**config.mk**
```make
export PLATFORM = sky130hd
export DESIGN_NAME = uart_rx_oversample
export DESIGN_NICKNAME = d
export VERILOG_FILES = /design/src/rtl/uart_rx_oversample.sv
export SDC_FILE = /design/constraint.sdc
export NUM_CORES = 1
export LEC_CHECK = 0
export ABC_AREA = 1
export CAP_MARGIN = 20
export CORE_MARGIN = 5
export CORE_UTILIZATION = 50
export DETAILED_ROUTE_END_ITERATION = 7
export PLACE_DENSITY = 0.69
export SLEW_MARGIN = 10
export SYNTH_ARGS = -nofsm -noshare
export SYNTH_HDL_FRONTEND = slang
export SYNTH_SLANG_ARGS = --single-unit
```
**constraint.sdc**
```tcl
create_clock -name clk -period 6.75 [get_ports clk]
set_input_delay 1.6875 -clock clk [delete_from_list [all_inputs] [get_ports clk]]
set_output_delay 1.6875 -clock clk [all_outputs]
set_load 0.03 [all_outputs]
```
**src/rtl/uart_rx_oversample.sv**
```systemverilog
// 8x-oversampling UART receiver with single-entry valid/ready holding register.
// Define UART_RX_PARITY_EN to expect an even-parity bit after the data byte.
module uart_rx_oversample #(
  parameter int CLK_FREQ = 100_000_000
) (
  input  logic       clk,
  input  logic       reset,
  input  logic [1:0] sel_baud,
  input  logic       rx,
  output logic [7:0] rx_data,
  input  logic       rx_ready,
  output logic       rx_valid,
  output logic       frame_err,
  output logic       overrun,
  output logic       parity_err,
  output logic       busy
);

  typedef enum logic [2:0] {
    S_IDLE,
    S_START,
    S_DATA,
    S_PARITY,
    S_STOP,
    S_WAIT_HIGH
  } state_t;

  // Oversample divisors, one per baud selection code
  logic [15:0] div_table [4];

  for (genvar gi = 0; gi < 4; gi++) begin : g_div
    localparam int BAUD_RATE = (gi == 0) ? 9600  :
                               (gi == 1) ? 19200 :
                               (gi == 2) ? 57600 : 115200;
    localparam int DIV = CLK_FREQ / (BAUD_RATE * 8);
    assign div_table[gi] = 16'(DIV);
  end

  logic [1:0]  sync_reg;
  logic        line;
  state_t      state_reg;
  logic [15:0] div_reg;
  logic [15:0] cnt_reg;
  logic        tick;
  logic        start_det;
  logic        accept;
  logic [2:0]  tcnt_reg;
  logic [2:0]  bcnt_reg;
  logic [7:0]  shift_reg;
  logic [7:0]  rx_data_reg;
  logic        rx_valid_reg;
  logic        frame_err_reg;
  logic        overrun_reg;
  logic        parity_err_reg;
  logic        busy_reg;
`ifdef UART_RX_PARITY_EN
  logic        par_bit_reg;
`endif

  // Synchronizer resets to the idle level so reset release never fakes a start
  always_ff @(posedge clk or negedge reset) begin
    if (!reset) begin
      sync_reg <= 2'b11;
    end else begin
      sync_reg <= {sync_reg[0], rx};
    end
  end

  assign line      = sync_reg[1];
  assign start_det = (state_reg == S_IDLE) && !line;
  assign tick      = (cnt_reg == div_reg - 16'd1);
  assign accept    = rx_valid_reg && rx_ready;

  // Oversample tick counter, phase-aligned to the detected start edge
  always_ff @(posedge clk or negedge reset) begin
    if (!reset) begin
      cnt_reg <= 16'd0;
      div_reg <= 16'd0;
    end else if (start_det) begin
      cnt_reg <= 16'd0;
      div_reg <= div_table[sel_baud];
    end else if (state_reg == S_IDLE || tick) begin
      cnt_reg <= 16'd0;
    end else begin
      cnt_reg <= cnt_reg + 16'd1;
    end
  end

  always_ff @(posedge clk or negedge reset) begin
    if (!reset) begin
      state_reg      <= S_IDLE;
      tcnt_reg       <= 3'd0;
      bcnt_reg       <= 3'd0;
      shift_reg      <= 8'h00;
      rx_data_reg    <= 8'h00;
      rx_valid_reg   <= 1'b0;
      frame_err_reg  <= 1'b0;
      overrun_reg    <= 1'b0;
      parity_err_reg <= 1'b0;
      busy_reg       <= 1'b0;
`ifdef UART_RX_PARITY_EN
      par_bit_reg    <= 1'b0;
`endif
    end else begin
      frame_err_reg  <= 1'b0;
      parity_err_reg <= 1'b0;
      if (accept) begin
        rx_valid_reg <= 1'b0;
        overrun_reg  <= 1'b0;
      end

      case (state_reg)
        S_IDLE: begin
          if (!line) begin
            state_reg <= S_START;
            tcnt_reg  <= 3'd0;
            busy_reg  <= 1'b1;
          end
        end

        S_START: begin
          if (tick) begin
            if (tcnt_reg == 3'd3) begin
              tcnt_reg <= 3'd0;
              bcnt_reg <= 3'd0;
              if (!line) begin
                state_reg <= S_DATA;
              end else begin
                state_reg <= S_IDLE;
                busy_reg  <= 1'b0;
              end
            end else begin
              tcnt_reg <= tcnt_reg + 3'd1;
            end
          end
        end

        S_DATA: begin
          if (tick) begin
            tcnt_reg <= tcnt_reg + 3'd1;
            if (tcnt_reg == 3'd7) begin
              shift_reg <= {line, shift_reg[7:1]};
              bcnt_reg  <= bcnt_reg + 3'd1;
              if (bcnt_reg == 3'd7) begin
`ifdef UART_RX_PARITY_EN
                state_reg <= S_PARITY;
`else
                state_reg <= S_STOP;
`endif
              end
            end
          end
        end

`ifdef UART_RX_PARITY_EN
        S_PARITY: begin
          if (tick) begin
            tcnt_reg <= tcnt_reg + 3'd1;
            if (tcnt_reg == 3'd7) begin
              par_bit_reg <= line;
              state_reg   <= S_STOP;
            end
          end
        end
`endif

        S_STOP: begin
          if (tick) begin
            tcnt_reg <= tcnt_reg + 3'd1;
            if (tcnt_reg == 3'd7) begin
              if (line) begin
                // A handshake on this same edge frees the register for the new byte
                if (!rx_valid_reg || accept) begin
                  rx_data_reg  <= shift_reg;
                  rx_valid_reg <= 1'b1;
                end else begin
                  overrun_reg <= 1'b1;
                end
`ifdef UART_RX_PARITY_EN
                parity_err_reg <= (^shift_reg) ^ par_bit_reg;
`endif
                state_reg <= S_IDLE;
                busy_reg  <= 1'b0;
              end else begin
                frame_err_reg <= 1'b1;
                state_reg     <= S_WAIT_HIGH;
              end
            end
          end
        end

        S_WAIT_HIGH: begin
          if (line) begin
            state_reg <= S_IDLE;
            busy_reg  <= 1'b0;
          end
        end

        default: begin
          state_reg <= S_IDLE;
          busy_reg  <= 1'b0;
        end
      endcase
    end
  end

  assign rx_data   = rx_data_reg;
  assign rx_valid  = rx_valid_reg;
  assign frame_err = frame_err_reg;
  assign overrun   = overrun_reg;
  assign busy      = busy_reg;
`ifdef UART_RX_PARITY_EN
  assign parity_err = parity_err_reg;
`else
  assign parity_err = 1'b0;
`endif

endmodule

```
==> results.cfg <==
[outcome]
outcome = finished, final reports clean

[sta]
hold_viol_final = 0
setup_violations = 0
rsz0062_at_grt = no
layout_min_cycle_time_ns = 3.103
finClkSkew_ns = 0.006302
maxSlewViolCount = 0
finalSetupTns_ns = 0
whs_ns = 0.3649
max_freq_mhz = 322.3
slew_headroom = 0.5267
fin_crit_sh = 0.4597
tightest_slew_ns = 0.7100

[yosys]
synth_edf_count = 0
netlist_area_sq_mm = 0.003357
synthTopCellsByArea = dfrtp_1 (40%), nand2_1 (16%), nor2_1 (6.6%)
synthCells = 457
synthDominantCellAreaShare = 0.4025
ys_seq_area_frac = 0.4182
yosys.area.top_type = dfrtp_1
synthArstFlopShare = 1.000
syn_nets = 476
synth.avg_cell_area_sq_um = 7.346
ys.flop_type = dfrtp_1
yosysWarnings = 0
yosysUniqueCellTypes = 42
ys_ff_latch = 56

[detailed_routing]
wl_um = 7230
drtIter0Drc = 179
drc_errors = 0
vias = 2874
vias_per_cell = 5.197
wl_per_cell_um = 13.07
postRouteAntennaNets = 0
firstDrtPassIters = 5

[setup_path]
path_max_fanout = 4
crit_family = buffers and inverters
crit_path_start_kind = flip-flop
worstSetupPathType = reg2out
cp_slowest_cell = clkdlybuf4s50_1
cpPeakStageDelay_ns = 0.69
cp_num_buf_inv = 1
arrival_ns = 1.42
path_cells = clkdlybuf4s50_1
cp_data_required_time_ns = 5.06
cp-end-kind = output pin

[global_routing]
grt_pass1_vias = 2721
met1_usage = 0.2716
use_met2 = 0.2804
grt_pass1_wl_um = 12840
grt_max_degree = 57
gr-total-overflow = 0
grt_use_met3 = 0.03191
grt-busiest-layer = met2
grt_antenna_before_repair = 0
grtUsageTotal = 0.1844

[cells_and_area]
fin_area_sq_mm = 0.003666
drive_gt1_frac = 0.07143
fin_util = 0.5676
nNetsFinal = 494
syn_to_final_growth_pct = 9.206
largest_reg_flops = 16
insertedDiodeCount = 0
nFillCells = 610

[die]
std_cell_rows = 29
die_y_um = 91.94
coreArea_sq_mm = 0.006459
pin_count = 19
dieArea_sq_mm = 0.008453
initial_core_util = 0.5198
die_w_um = 91.94

[run]
drv_cap = 0

[power_and_ir_drop]
p_per_area_mw_per_mm2 = 204.9
worst_ir_drop_vdd_uv = 133.1
p_total_mw = 0.7513
p_leak_nw = 1.881

[clock_tree]
ctsResizeCount = 0
cts-root-buf = clkbuf_8
cts_tree = done
insertion_delay_ns = 0.32
clkSinkCount = 56
numCtsBuffers = 5
post-cts-setup-buffers = 0
cts_buffer_depth = 2
htreeDepth = 2
clkTransAtPathRegs_ns = 0.11
ctsHoldBuffers = 0

[placement]
place.gp.congestion = 0.9502
port_buffers = 17
placed_cell_area_sq_mm = 0.003571
dp_hpwl_um = 5409

[min_path]
hold_class = reg2reg
## logic make-up (layout without fill, tap and decap cells)
family	count (synthesis)	count (layout)	share of synthesized area
compound gates	37	37	0.06411
other cells	1	1	0.001117
fa+ha+maj	13	13	0.04845
flops	56	56	0.4182
simple gates	280	280	0.3697
buf+inv	63	82	0.08013
xor+xnor	7	7	0.01826
## path summary, 6_finish.rpt
kind / end / slack (ns) / from / cells after the start
worst max-delay path: rx_valid / 3.65 / rx_valid / 1
worst min-delay path: sync_reg[1] / 0.36 / sync_reg[0] / 0
worst max register to register: rx_data[7] / 3.77 / div_reg[7] / 14
worst min register to register: sync_reg[1] / 0.36 / sync_reg[0] / 0
max in group asynchronous: div_reg[9] / 4.79 / reset / 2
min in group asynchronous: cnt_reg[10] / 1.49 / reset / 2
## report_power, final
group          switching (mW)  internal [mW]
clock                   0.122         0.0758
combinational          0.0941         0.0597
sequential             0.0343          0.366
total                   0.250          0.501
## cell type report
class	count	area, sq um	share of cell area
Sequential cell	56	1404	0.3829
Timing Repair Buffer	19	180.2	0.04915
Clock inverter	3	26.28	0.007167
Clock buffer	5	68.82	0.01877
Inverter	55	206.4	0.05631
Multi-Input combinational cell	338	1684	0.4594
Tap cell	77	96.34	0.02628
## metal layers
metal / wire length (um) / up-vias
li1: - / 1497
met3: 325 / 4
met5: 0 / -
met4: 56 / 0
met1: 3569 / 1314
met2: 3278 / 59
## stage by stage
step,worst slack (ns),cells
floorplan,4.370,457
detailed placement,3.764,545
global placement,3.798,545
global route,3.408,553
finish,3.647,553
CTS,3.630,553
## synthesized netlist by cell type, types with 3 or more instances
library cell and count:
nand2_1 139, nor2_1 59, dfrtp_1 54, inv_1 51
nand3_1 41, nand4_1 14, ha_1 13, o21ai_0 13
a21oi_1 8, xor2_1 6, nand2_2 4, nor3_1 4
o21ai_1 4, o21bai_1 4, inv_2 3, nand3_2 3
nor2_2 3, or2_2 3
## placed cells by master (no fill, tap or decap), drive strengths merged, types with 2 or more instances in the layout
| master | n |
|---|---|
| clkbuf | 5 |
| or2 | 3 |
| nand3 | 44 |
| o21ai | 17 |
| dfstp | 2 |
| nand3b | 2 |
| clkinvlp | 2 |
| nand2 | 144 |
| xor2 | 6 |
| dfrtp | 54 |
| o21bai | 4 |
| ha | 13 |
| a21oi | 8 |
| inv | 55 |
| nor2 | 64 |
| clkdlybuf4s50 | 16 |
| buf | 3 |
| nor3b | 3 |
| nand4 | 14 |
| a21boi | 2 |
| nor3 | 5 |
Note: power is estimated with default switching activity, not from simulation.
